`config.mk`:
```
export PLATFORM = sky130hd
export DESIGN_NAME = hazard_stall_ctrl
export DESIGN_NICKNAME = d
export VERILOG_FILES = /design/src/rtl/mips_pkg.sv /design/src/rtl/hazard_match.sv /design/src/rtl/hazard_stall_ctrl.sv
export SDC_FILE = /design/constraint.sdc
export NUM_CORES = 1
export LEC_CHECK = 0
export ABC_CLOCK_PERIOD_IN_PS = 4900
export CORE_AREA = 10 10 55 57
export CTS_CLUSTER_SIZE = 8
export DETAILED_ROUTE_END_ITERATION = 6
export DIE_AREA = 0 0 65 67
export GPL_TIMING_DRIVEN = 0
export PLACE_DENSITY = 0.84
export SYNTH_ARGS = -nofsm -noshare
export SYNTH_HDL_FRONTEND = slang
export SYNTH_SLANG_ARGS = --single-unit
```
`constraint.sdc`:
```
create_clock -name clk -period 4.9 [get_ports clk]
set_input_delay 0.735 -clock clk [delete_from_list [all_inputs] [get_ports clk]]
set_output_delay 0.735 -clock clk [all_outputs]
set_load 0.02 [all_outputs]
```
`src/rtl/mips_pkg.sv`:
```
// rtl/mips_pkg.sv - shared pipeline-control types and constants for the MIPS core
package mips_pkg;

  typedef enum logic [1:0] {
    RUN      = 2'd0,
    BR_WAIT  = 2'd1,
    MEM_WAIT = 2'd2
  } hz_state_t;

  localparam logic [4:0]  REG_ZERO = 5'd0;
  localparam logic [31:0] NOP      = 32'h0000_0000;

endpackage

```
`src/rtl/hazard_match.sv`:
```
// rtl/hazard_match.sv - true when the ID instruction sources a given destination register
module hazard_match
  import mips_pkg::*;
(
  input  logic [4:0] i_dst,
  input  logic [4:0] i_rs,
  input  logic [4:0] i_rt,
  input  logic       i_uses_rt,
  output logic       o_match
);

  assign o_match = (i_dst != REG_ZERO) &&
                   ((i_dst == i_rs) || (i_uses_rt && (i_dst == i_rt)));

endmodule

```
`src/rtl/hazard_stall_ctrl.sv`:
```
// rtl/hazard_stall_ctrl.sv - pipeline hazard/stall sequencer; HAZARD_PERF_CNT_EN adds perf counters
module hazard_stall_ctrl
  import mips_pkg::*;
#(
  parameter int MEM_TIMEOUT = 16,
  parameter int CNT_W       = 16
) (
  input  logic             clk,
  input  logic             rst_n,
  input  logic [4:0]       id_rs,
  input  logic [4:0]       id_rt,
  input  logic             id_uses_rt,
  input  logic             id_branch,
  input  logic             branch_taken,
  input  logic             ex_memread,
  input  logic             ex_regwrite,
  input  logic [4:0]       ex_wreg,
  input  logic             mem_memread,
  input  logic [4:0]       mem_wreg,
  input  logic             mem_req,
  input  logic             mem_ready,
`ifdef HAZARD_PERF_CNT_EN
  output logic [CNT_W-1:0] stall_cycles,
  output logic [CNT_W-1:0] flush_count,
  output logic [CNT_W-1:0] memwait_cycles,
`endif
  output logic             pc_hold,
  output logic             ifid_hold,
  output logic             ifid_flush,
  output logic             idex_bubble,
  output logic             exmem_hold,
  output logic             memwb_bubble,
  output logic             mem_err
);

  localparam int CW = $clog2(MEM_TIMEOUT + 1);
  localparam logic [CW-1:0] TIMEOUT = CW'(MEM_TIMEOUT);

  hz_state_t     r_state, w_next;
  logic [CW-1:0] r_cnt, w_cnt_nxt;
  logic          r_err, w_err_set;
  logic          w_freeze, w_stall, w_flush;
  logic          w_m_exld, w_m_exalu, w_m_memld;
  logic          w_freeze_req, w_hazard;

  // Destinations are pre-qualified by instruction type so each match means one rule.
  hazard_match u_match_exld (
    .i_dst(ex_memread ? ex_wreg : REG_ZERO), .i_rs(id_rs), .i_rt(id_rt),
    .i_uses_rt(id_uses_rt), .o_match(w_m_exld)
  );
  hazard_match u_match_exalu (
    .i_dst((ex_regwrite && !ex_memread) ? ex_wreg : REG_ZERO), .i_rs(id_rs), .i_rt(id_rt),
    .i_uses_rt(id_uses_rt), .o_match(w_m_exalu)
  );
  hazard_match u_match_memld (
    .i_dst(mem_memread ? mem_wreg : REG_ZERO), .i_rs(id_rs), .i_rt(id_rt),
    .i_uses_rt(id_uses_rt), .o_match(w_m_memld)
  );

  assign w_freeze_req = mem_req && !mem_ready;
  assign w_hazard     = w_m_exld || (id_branch && (w_m_exalu || w_m_memld));

  always_comb begin
    w_next    = r_state;
    w_cnt_nxt = r_cnt;
    w_err_set = 1'b0;
    w_freeze  = 1'b0;
    w_stall   = 1'b0;
    w_flush   = 1'b0;
    case (r_state)
      RUN, BR_WAIT: begin
        if (w_freeze_req) begin
          w_freeze  = 1'b1;
          w_next    = MEM_WAIT;
          w_cnt_nxt = CW'(1);
        end else if (r_state == BR_WAIT) begin
          w_stall = 1'b1;
          w_next  = RUN;
        end else if (w_hazard) begin
          w_stall = 1'b1;
          if (id_branch && w_m_exld) w_next = BR_WAIT;
        end else begin
          w_flush = id_branch && branch_taken;
        end
      end
      MEM_WAIT: begin
        w_freeze = 1'b1;
        if (mem_ready) begin
          w_next    = RUN;
          w_cnt_nxt = '0;
        end else if (r_cnt + 1'b1 >= TIMEOUT) begin
          w_err_set = 1'b1;
          w_next    = RUN;
          w_cnt_nxt = '0;
        end else begin
          w_cnt_nxt = r_cnt + 1'b1;
        end
      end
      default: begin
        w_next    = RUN;
        w_cnt_nxt = '0;
      end
    endcase
  end

  always_ff @(posedge clk or negedge rst_n) begin
    if (!rst_n) begin
      r_state <= RUN;
      r_cnt   <= '0;
      r_err   <= 1'b0;
    end else begin
      r_state <= w_next;
      r_cnt   <= w_cnt_nxt;
      if (w_err_set) r_err <= 1'b1;
    end
  end

  // Gating by rst_n drops every hold the instant reset asserts, without waiting for an edge.
  assign pc_hold      = rst_n && (w_freeze || w_stall);
  assign ifid_hold    = rst_n && (w_freeze || w_stall);
  assign ifid_flush   = rst_n && w_flush;
  assign idex_bubble  = rst_n && w_stall;
  assign exmem_hold   = rst_n && w_freeze;
  assign memwb_bubble = rst_n && w_freeze;
  assign mem_err      = rst_n && r_err;

`ifdef HAZARD_PERF_CNT_EN
  logic [CNT_W-1:0] r_stall_cycles, r_flush_count, r_memwait_cycles;

  always_ff @(posedge clk or negedge rst_n) begin
    if (!rst_n) begin
      r_stall_cycles   <= '0;
      r_flush_count    <= '0;
      r_memwait_cycles <= '0;
    end else begin
      if (w_stall  && (r_stall_cycles   != '1)) r_stall_cycles   <= r_stall_cycles + 1'b1;
      if (w_flush  && (r_flush_count    != '1)) r_flush_count    <= r_flush_count + 1'b1;
      if (w_freeze && (r_memwait_cycles != '1)) r_memwait_cycles <= r_memwait_cycles + 1'b1;
    end
  end

  assign stall_cycles   = r_stall_cycles;
  assign flush_count    = r_flush_count;
  assign memwait_cycles = r_memwait_cycles;
`endif

endmodule
```
Word-level counts from Yosys, hierarchy flattened:

Cells that the tools add are included.
Widths: inputs -> output; s select.

* input port bits: 30
* logic and storage cells: 74
* register bits after elaboration: 8
* output and inout bits: 7

* reductions and logical operators: 30
* $add $sub $neg: 1
* $lt $le $gt $ge: 1
* eq/ne operators: 12
* multiplexer cells: 27

Operators with widths (count)
* $eq 5x5->1: 6
* $mux 5: 6
* $logic_and 1x1->1: 16
* $reduce_bool 5->1: 3
* $mux 1: 12
* $mux 2: 6
* $pmux 5 s2: 1
* $ne 4x4->1 const B: 2
* $logic_or 1x1->1: 6
* $add 5x1->5 const B: 1
* $ge 5x5->1 const B: 1
* $pmux 2 s2: 1
* $ne 3x3->1 const B: 1
* $reduce_and 3->1: 1
* $eq 2x1->1 const B: 1
* $eq 2x2->1 const B: 1
* $logic_not 1->1: 2
* $logic_not 2->1: 1
* $ne 2x2->1 const B: 1
* $pmux 1 s2: 1
* $reduce_or 2->1: 1

Longest topological paths before layout:

Gate-level depths: netlist of run 1.

* depth in word-level cells: 16
* gate-level depth with buffers: 7
* gate-level depth less buffers: 7

Modules after synthesis:

From an unflattened synthesis of run 1, not the netlist that was laid out.

* cell total of the unflattened synthesis: 116
* area, all modules: 963.4 sq um

Modules (own cells, without submodules)
* hazard_stall_ctrl: seq. area each 200.2 sq um, cells an instance 65, instances 1, area an instance 569.3 sq um
* hazard_match: seq. area each 0.0 sq um, cells an instance 17, instances 3, area an instance 131.4 sq um

Worst setup path after synthesis of run 1:

No wires, ideal clock.

* path type: input to output
* from: input ex_wreg[4]
* to: output pc_hold
* stages: 7
* setup slack: 1.874 ns
* path buffers: 1
* arrival: 2.291 ns
* path through: xnor2_1 -> nand3_1 -> o32ai_1 -> nand3_1 -> a21boi_0 -> o221ai_1 -> buf_4

* longest elaborated chain between the ends: 14
* elaborated cells between the ends (all ways): 23
* those cells by class: 4 x eq/ne; 6 x mux; 13 x reduce/logical

Ends and longest elaborated chain
* start, declared: line hazard_stall_ctrl.sv:17 `input logic [4:0] ex_wreg,`
* $mux 5: line hazard_stall_ctrl.sv:52 `.i_dst((ex_regwrite && !ex_memread) ? ex_wreg : REG_ZERO), .i_rs(id_rs), .i_rt(id_rt),`
* $eq 5x5->1: line hazard_match.sv:13 `((i_dst == i_rs) || (i_uses_rt && (i_dst == i_rt)));`
* $logic_and 1x1->1: line hazard_match.sv:13
* $logic_or 1x1->1: line hazard_match.sv:13
* $logic_and 1x1->1: line hazard_match.sv:12 `assign o_match = (i_dst != REG_ZERO) &&`
* $logic_or 1x1->1: line hazard_stall_ctrl.sv:61 `assign w_hazard = w_m_exld || (id_branch && (w_m_exalu || w_m_memld));`
* $logic_and 1x1->1: line hazard_stall_ctrl.sv:61
* $logic_or 1x1->1 *: line hazard_stall_ctrl.sv:61
* $mux 1 *: line hazard_stall_ctrl.sv:79 `end else if (w_hazard) begin`
* $mux 1 *: line hazard_stall_ctrl.sv:76 `end else if (r_state == BR_WAIT) begin`
* $mux 1 *: line hazard_stall_ctrl.sv:72 `if (w_freeze_req) begin`
* $mux 1 *: line hazard_stall_ctrl.sv:70 `case (r_state)`
* $logic_or 1x1->1 *
* $logic_and 1x1->1 *
* end, declared: line hazard_stall_ctrl.sv:27 `output logic pc_hold,`

Every way passes the cells marked *; elsewhere a longest branch is shown, timed or not.

Worst setup path after layout of run 1:

* from: input id_rs[4]
* to: output pc_hold

* longest elaborated chain between the ends: 12
* elaborated cells between the ends (all ways): 18
* those cells by class: 3 x eq/ne; 4 x mux; 11 x reduce/logical

Ends and longest elaborated chain
* start, declared: line hazard_stall_ctrl.sv:10 `input logic [4:0] id_rs,`
* $eq 5x5->1: line hazard_match.sv:13
* $logic_or 1x1->1: line hazard_match.sv:13
* $logic_and 1x1->1: line hazard_match.sv:12
* $logic_or 1x1->1: line hazard_stall_ctrl.sv:61
* $logic_and 1x1->1: line hazard_stall_ctrl.sv:61
* $logic_or 1x1->1 *: line hazard_stall_ctrl.sv:61
* $mux 1 *: line hazard_stall_ctrl.sv:79
* $mux 1 *: line hazard_stall_ctrl.sv:76
* $mux 1 *: line hazard_stall_ctrl.sv:72
* $mux 1 *: line hazard_stall_ctrl.sv:70
* $logic_or 1x1->1 *: line hazard_stall_ctrl.sv:119 `assign pc_hold = rst_n && (w_freeze || w_stall);`
* $logic_and 1x1->1 *: line hazard_stall_ctrl.sv:119

Marks and branches as above.

==> results of run 1 <==
[kinds of logic after synthesis]
| logic type | after synthesis | synth area share (%) |
|---|---|---|
| adders and majority gates | 1 | 1.64 |
| and+or+nand+nor | 34 | 24.4 |
| DFF | 8 | 26.2 |
| AOI/OAI and AO/OA | 23 | 21.5 |
| buffers and inverters | 7 | 4.43 |
| xor gates and xnor gates | 19 | 21.8 |
[layer usage]
layer  up-vias  track usage [%]  wire length [um]
met5         -                0                 0
met3        11             5.02               234
met2        39             17.5              1010
met1       363             10.8               889
met4         0             6.15                81
li1        415                -                 -
[worst max-delay path by stage]
stage	to	startpoint	slack, ps
after floorplan	pc_hold	ex_wreg[4]	1870
after global placement	pc_hold	id_rs[4]	940
after detailed placement	pc_hold	id_rs[4]	880
after CTS	pc_hold	id_rs[4]	880
after global routing	pc_hold	id_rs[4]	660
final	pc_hold	id_rs[4]	920
[sequential cells by signal, indices dropped and copies added, names as in the netlist]
name / cells
r_cnt: 5
r_state: 2
r_err: 1
[worst min-delay path: cells and delay by family, from the launching register on]
family,cells,cell delay [ps]
buffers and inverters,1,40
AOI/OAI and AO/OA,1,50
DFF,1,340
[through the flow]
step	hold WS, ps	power [W]
floorplan	423	0.000120
global placement	446	0.000166
detailed placement	459	0.000169
CTS	472	0.000223
global route	509	0.000233
finish	466	0.000220
[cells in the mapped netlist, drive strengths merged]
cell / instances / area (sq um)
a211oi: 1 / 7.51
a21boi: 1 / 7.51
a21oi: 1 / 5.00
a22oi: 1 / 7.51
a31o: 2 / 17.5
a32oi: 1 / 16.3
and2: 1 / 6.26
and3: 1 / 6.26
and4: 1 / 8.76
and4bb: 1 / 12.5
buf: 2 / 15.0
dfrtp: 8 / 200
ha: 1 / 12.5
inv: 5 / 18.8
nand2: 6 / 22.5
nand2b: 2 / 12.5
nand3: 6 / 30.0
nand3b: 1 / 7.51
nand4: 2 / 12.5
nor2: 6 / 22.5
nor2b: 3 / 18.8
nor3: 2 / 10.0
nor4bb: 1 / 10.0
o21ai: 9 / 45.0
o221ai: 1 / 8.76
o22ai: 2 / 12.5
o31ai: 1 / 7.51
o32ai: 1 / 8.76
o41a: 1 / 11.3
o41ai: 1 / 8.76
or2: 1 / 6.26
xnor2: 15 / 131
xor2: 4 / 35.0
[power by group]
group,total (W),internal (W),switching [W]
logic,0.0000910,0.0000504,0.0000407
clock network,0.0000524,0.0000281,0.0000242
registers,0.0000767,0.0000714,0.00000530
[cell type report]
class / instances / area (sq um) / area share, %
buffer: 2 / 15.0 / 1.27
clock buffer: 3 / 22.5 / 1.91
inverter: 5 / 18.8 / 1.59
multi-input combinational: 77 / 529 / 44.9
sequential: 8 / 200 / 17.0
tap: 27 / 33.8 / 2.86
timing repair buffer: 36 / 360 / 30.5
==> impl_metrics.csv, run 1 <==
group,metric,value,unit
cts,ctsHoldBuffers,0,
cts,clk_latency,260,ps
drt,vias,828,
worst_setup_path,worst_ep_required_time,4160,ps
worst_setup_path,crit_path_cell_trace,"clkdlybuf4s50_1 -> xnor2_1 -> nand3_1 -> o32ai_1 -> nand3_1 -> a21boi_0 -> o221ai_1 -> buf_4 -> clkdlybuf4s50_1",
final_layout,postLayoutCellArea,0.00118,sq mm
final_layout,drive_gt1_share,6.11,%
yosys,synth_area,763,sq um
worst_setup_path,crit_slowest_cell,"clkdlybuf4s50_1",
drt,drtPass1Iterations,4,
final_layout,num-fill-cells,169,
yosys,syn_nets,123,
final_layout,nets,164,
die,rows,16,
worst_setup_path,critical-path-top-delay-family,"buffers and inverters",
timing,rsz0062_at_grt,"no",
final_layout,synthToLayoutAreaGrowth,54.6,%
cts,post_cts_resized,0,
worst_hold_path,holdPathStages,2,
worst_hold_path,worstHoldStart,"r_err$_DFFE_PN0P_",
cts,htree_levels,1,
yosys,synth_seq_cells,8,
grt,grt_overflow,0,
worst_setup_path,worst_setup_path_start_kind,"input port",
final_layout,final_cell_count_no_fill,158,
die,io_pins,37,
yosys,seq_area_frac_synth,26.2,%
placed_design,io_buffers,36,
drt,route.final.wire_length,2210,um
final_layout,antennaDiodeCount,0,
cts,clock_path_buffers,2,
worst_setup_path,worst-path-buf-inv,3,
drt,drc,0,
placed_design,pre_cts_slack,883,ps
timing,slew_headroom,68.8,%
worst_setup_path,reg2reg_depth,7,
timing,hold_viol,0,
drt,ant_nets,0,
worst_setup_path,worstSetupEndpointType,"output pin",
cts,cts_tree,"done",
worst_setup_path,rrSetupSlack,3310,ps
power,leakagePower,0.458,nW
worst_setup_path,r2r-start,"r_cnt[0]$_DFFE_PN0P_",
die,die_w,65,um
worst_setup_path,crit_arrival,3250,ps
flow_run,maxCapViolCount,0,
final_layout,final_util,60.8,%
die,initial_utilization,39.3,%
timing,fmax,251,MHz
grt,antenna_found_initial,0,
timing,setup_tns,0,ps
run_status,outcome,"finished clean",
worst_setup_path,worst-path-stages,9,
yosys,ys_warn_count,0,
timing,min_period,3980,ps
grt,grt_max_degree,13,
final_layout,final_common_cell,"clkdlybuf4s50_1",
timing,fin_worst_skew,2.57,ps
placed_design,placed_area,0.00116,sq mm
placed_design,placedCellCount,155,
cts,cts_setup_buffers,0,
timing,max_slew.worst_pin.slew,466,ps
placed_design,dp_hpwl,1920,um
worst_setup_path,crit_type,"input port to output pin",
die,core,0.00194,sq mm
timing,worst_slack,918,ps
die,fp.dieArea,0.00436,sq mm
worst_hold_path,hold_path_end,"r_err$_DFFE_PN0P_",
power,max-vdd-ir-drop,0.0956,mV
drt,first_iter_violations,26,
drt,avgViaCountPerCell,5.24,
worst_setup_path,slowest_delay,590,ps
yosys,avgSynthCellArea,8.30,sq um
cts,cts_buffers,3,
timing,fin_crit_sh,81.3,%
grt,grt_pass1_vias,917,
final_layout,layout_common_cells,"clkdlybuf4s50_1 (36), xnor2_1 (15), o21ai_0 (9), dfrtp_1 (8)",
grt,grt_pass1_wl,3770,um
grt,grt_use_total,10.6,%
drt,wl_per_cell,14.0,um
cts,clk_pin_slew,60,ps
worst_hold_path,hold_path_class,"flop to flop",
cts,clkSinkCount,8,
yosys,yosysUniqueCellTypes,34,
placed_design,gp_congestion,0.791,
cts,clockRootBuffer,"clkbuf_4",
yosys,syn_inst,92,
worst_setup_path,r2r-end,"r_cnt[2]$_DFFE_PN0P_",
worst_setup_path,cp_max_fo,4,
power,cellPowerDensity,187,mW/mm^2
timing,setup_viol,0,
timing,drv_slew,0,
die,die_h,67,um
No activity file was read; power rests on OpenSTA's default activity.
==> run 2, diff against run 1 <==
--- a/config.mk
+++ b/config.mk
@@ -5,7 +5,7 @@
 export SDC_FILE = /design/constraint.sdc
 export NUM_CORES = 1
 export LEC_CHECK = 0
-export ABC_CLOCK_PERIOD_IN_PS = 4900
+export ABC_CLOCK_PERIOD_IN_PS = 4000
 export CORE_AREA = 10 10 55 57
 export CTS_CLUSTER_SIZE = 8
 export DETAILED_ROUTE_END_ITERATION = 6
==> constraint.sdc (replaced) <==
create_clock -name clk -period 4 [get_ports clk]
set_input_delay 0.6 -clock clk [delete_from_list [all_inputs] [get_ports clk]]
set_output_delay 0.6 -clock clk [all_outputs]
set_load 0.02 [all_outputs]
==> results of run 2 <==
The final DEF is identical to that of run 1. Status: finished clean.
Main changes from that run: setup slack after placement 883 ps -> 253 ps; setup slack after layout 918 ps -> 288 ps; register-to-register setup slack 3310 ps -> 2410 ps; total power 0.000220 W -> 0.000270 W; worst IR drop on VDD 0.0956 mV -> 0.117 mV
==> run 3, diff against run 2 <==
--- a/config.mk
+++ b/config.mk
@@ -7,6 +7,7 @@
 export LEC_CHECK = 0
 export ABC_CLOCK_PERIOD_IN_PS = 4000
 export CORE_AREA = 10 10 55 57
+export CTS_CLUSTER_DIAMETER = 150
 export CTS_CLUSTER_SIZE = 8
 export DETAILED_ROUTE_END_ITERATION = 6
 export DIE_AREA = 0 0 65 67
==> results of run 3 <==
The final DEF is identical to that of run 1. Status: finished clean.
Main changes from that run: setup slack after placement 883 ps -> 253 ps; setup slack after layout 918 ps -> 288 ps; register-to-register setup slack 3310 ps -> 2410 ps; total power 0.000220 W -> 0.000270 W; worst IR drop on VDD 0.0956 mV -> 0.117 mV
==> RTL change 1, RTL diff (config.mk and constraints of run 3) <==
`MEM_TIMEOUT`: 16 -> 32.
--- a/src/rtl/hazard_stall_ctrl.sv
+++ b/src/rtl/hazard_stall_ctrl.sv
@@ -2,7 +2,7 @@
 module hazard_stall_ctrl
   import mips_pkg::*;
 #(
-  parameter int MEM_TIMEOUT = 16,
+  parameter int MEM_TIMEOUT = 32,
   parameter int CNT_W       = 16
 ) (
   input  logic             clk,
Check against the original RTL: no difference found for any inputs over 10 cycles, from zero or initial values and one cycle with rst_n low; that may be too few to reach the edited logic, so the function may still have changed.
==> RTL change 1 against run 3 <==
Sequential power is 11% higher. Critical endpoint unchanged. Sequential cell count rose by 1. Non-clock buffer count unchanged. Largest cell class unchanged. Cell area up 6.3%. Synthesized area is 9.2% higher. Clock power grew 6.2%. Die area unchanged. Routed wire length grew 10%. Power is 4.4% higher. Sequential share of layout area is 1.0 points higher. Worst setup slack improved by 0.015 ns. Synthesized cell count is 7.6% higher.
==> RTL change 1: results (changes against run 3) <==
setup_path:
  crit_fanout: 6  # +2
  r2r-start: "r_cnt[2]"
  startpoint: "mem_wreg[4]"
  cp_top_family: "buffers and inverters"
drt:
  met1_length_mm: 1.03  # +15%
  vias: 873  # +5.4%
  met2_length_mm: 1.28  # +27%
  dr_wl_met3_um: 107  # -54%
  drtIter0Drc: 57  # +120%
  wl_per_cell_um: 14.7  # +5.0%
  via_per_inst: 5.26  # +0.35%
cells_and_area:
  n_fill_cell: 174  # +3.0%
  buf_share_pct: 29.9  # -1.9 points
  n_all_inverters: 2  # -3
  clock_buffers: 4  # +1
  finalNetCount: 171  # +4.3%
  layout-drive-gt1-share_pct: 8.63  # +2.5 points
  reg.largest.list: "r_cnt (6), r_state (2), r_err (1)"
  seq_cells: 9  # +1
  multi_input_area_um2: 586  # +11%
  clock_area_share_pct: 2.10  # +0.19 points
  seq_area_share_pct: 18.0  # +1.0 points
  num-multi-input-gates: 86  # +12%
timing:
  max_slew_margin_pct: 66.3  # -2.5 points
  finalClockSkew_ns: 0.00182  # -0.000750 ns
outcome:
  status: "finished, final reports clean"
synth:
  synth_commonest_cells: "o21ai_0 (10), xnor2_1 (10), dfrtp_1 (9)"
  netlist_instances: 99  # +7.6%
  yosysSeqAreaShare_pct: 27.0  # +0.80 points
  ys_top_cells_by_area: "dfrtp_1 (27%), xnor2_1 (11%), xor2_1 (8.4%)"
  syn_nets: 130  # +5.7%
  synthDistinctLibCells: 38  # +12%
placed_design:
  gp_congestion: 0.886  # +12%
  dpl_cell_area_um2: 1230  # +6.1%
  numPlacedInstances: 162  # +4.5%
  post-place-ws_ns: 0.292  # +0.0389 ns
grt:
  grt_pass1_vias: 912  # -0.55%
  grt_pass1_wl_mm: 4.11  # +9.0%
  grtUsageTotal_pct: 11.7  # +1.1 points
  use_met1_pct: 12.1  # +1.3 points
  use_met3_pct: 3.68  # -1.3 points
  grt_max_degree: 15  # +2
  use_met2_pct: 22.5  # +5.0 points
power:
  irDropWorstVdd_mv: 0.217  # +85%
  p_leak_nw: 0.483  # +5.5%
  power_density_nw_per_um2: 225  # -1.7%
min_path:
  hold_class: "register to register"
clocking:
  ctsResizeCount: 0  # unchanged
[RTL change 1: cell types whose count changed after synthesis, moves of 2 or more]
cell,change
o21ai_2,+2
xor2_1,+4
nand3_1,-2
and2_1,+3
nor3b_1,+2
nor4_1,+2
inv_1,-3
xnor2_1,-5
[RTL change 1: power breakdown]
part	leakage [nW]	switching [W]	internal (W)
combinational	0.347	0.0000486	0.0000605
sequential	0.122	0.00000672	0.0000975
clock	0.0150	0.0000299	0.0000383
[RTL change 1: final timing paths]
kind | to | slack, ns | cells past startpoint
max | pc_hold | 0.30 | 9
min in group asynchronous | r_err | 0.68 | 1
max in group asynchronous | r_cnt[0] | 2.98 | 1
max reg2reg | r_cnt[2] | 2.36 | 6
min | r_err | 0.47 | 1
min reg2reg | r_err | 0.47 | 1
[RTL change 1: kinds of logic after synthesis]
family,synth area share (%)
and+or+nand+nor,28.1
adders and majority gates,1.50
muxes,1.20
buffers and inverters,2.70
DFF,27.0
xor gates and xnor gates,18.9
AOI/OAI and AO/OA,20.6
==> RTL change 2, RTL diff (settings of run 3) <==
Without the edit above. Encoding of `hz_state_t`: now one-hot (3 bits for 3 states).
--- a/src/rtl/mips_pkg.sv
+++ b/src/rtl/mips_pkg.sv
@@ -1,10 +1,10 @@
 // rtl/mips_pkg.sv - shared pipeline-control types and constants for the MIPS core
 package mips_pkg;
 
-  typedef enum logic [1:0] {
-    RUN      = 2'd0,
-    BR_WAIT  = 2'd1,
-    MEM_WAIT = 2'd2
+  typedef enum logic [2:0] {
+    RUN      = 3'b001,
+    BR_WAIT  = 3'b010,
+    MEM_WAIT = 3'b100
   } hz_state_t;
 
   localparam logic [4:0]  REG_ZERO = 5'd0;
Formal check against the unedited RTL: same outputs for any inputs over 10 cycles, from zero or initial values and one cycle with rst_n low; not proved beyond that.
==> RTL change 2 against run 3 <==
Cell area up 5.9%. Routed wire length up 14%. Synthesized area up 8.7%. Power up 0.98%. Worst setup slack better by 0.034 ns. Sequential share of layout area up 1.2 points. Sequential cell count up 1. Cell count up 8.2%. Critical endpoint unchanged.
==> RTL change 2: results (changes against run 3) <==
outcome:
  status: "finished, final reports clean"
cells_and_area:
  seq_area_share_pct: 18.1  # +1.2 points
  clock_buffers: 4  # +1
  reg.largest.list: "r_cnt (5), r_state (3), r_err (1)"
  num-multi-input-gates: 90  # +17%
  multi_input_area_share_pct: 46.1  # +1.3 points
  buf_share_pct: 30.0  # -1.8 points
  clock_area_share_pct: 2.10  # +0.19 points
  n_fill_cell: 185  # +9.5%
  finalNetCount: 176  # +7.3%
grt:
  grt_pass1_wl_mm: 4.18  # +11%
  use_met3_pct: 3.51  # -1.5 points
  grtUsageTotal_pct: 12.0  # +1.4 points
  use_met2_pct: 22.2  # +4.7 points
  use_met1_pct: 12.7  # +1.8 points
power:
  irDropWorstVdd_mv: 0.149  # +27%
  power_w: 0.000272  # +0.98%
  intPower_w: 0.000190  # +3.3%
  p_leak_nw: 0.474  # +3.4%
drt:
  via_per_inst: 5.39  # +2.9%
  met2_length_mm: 1.31  # +30%
  met1_length_mm: 1.02  # +15%
  wl_per_cell_um: 14.7  # +5.1%
  dr_wl_met3_um: 145  # -38%
timing:
  max_slew_margin_pct: 66.4  # -2.4 points
  finalClockSkew_ns: 0.00962  # +0.00705 ns
placed_design:
  dp_hpwl_mm: 2.21  # +15%
  post-place-ws_ns: 0.322  # +0.0692 ns
  gp_congestion: 0.794  # +0.37%
  numPlacedInstances: 167  # +7.7%
synth:
  synthDistinctLibCells: 36  # +5.9%
  synth_commonest_cells: "xnor2_1 (15), nand2_1 (12), nor2_1 (9)"
  yosysSeqAreaShare_pct: 27.3  # +1.1 points
  syn_area_um2: 830  # +8.7%
clocking:
  cts_sinks: 9  # +1
setup_path:
  crit_fanout: 3  # -1
==> RTL change 2: cell count changes in the layout (fill, tap and decap cells not counted), moves of 2 or more <==
cell | run 3 | this run
a31oi_1 | 0 | 2
nand2_1 | 6 | 12
nor2_1 | 6 | 9
inv_1 | 5 | 3
==> RTL change 2: kinds of logic after synthesis <==
family,share of synthesized area [%]
buffers and inverters,3.17
AOI/OAI and AO/OA,16.6
xor gates and xnor gates,19.0
adders and majority gates,1.51
and+or+nand+nor,32.4
DFF,27.3
==> RTL change 2: worst paths after layout <==
kind / start / to / slack, ns / cells past startpoint
worst max-delay path: ex_wreg[3] / pc_hold / 0.32 / 9
worst min-delay path: r_cnt[3] / r_cnt[3] / 0.49 / 1
worst max register to register: r_cnt[0] / r_cnt[2] / 2.28 / 7
worst min register to register: r_cnt[3] / r_cnt[3] / 0.49 / 1
max in group asynchronous: rst_n / r_state[0] / 2.97 / 1
min in group asynchronous: rst_n / r_err / 0.67 / 1
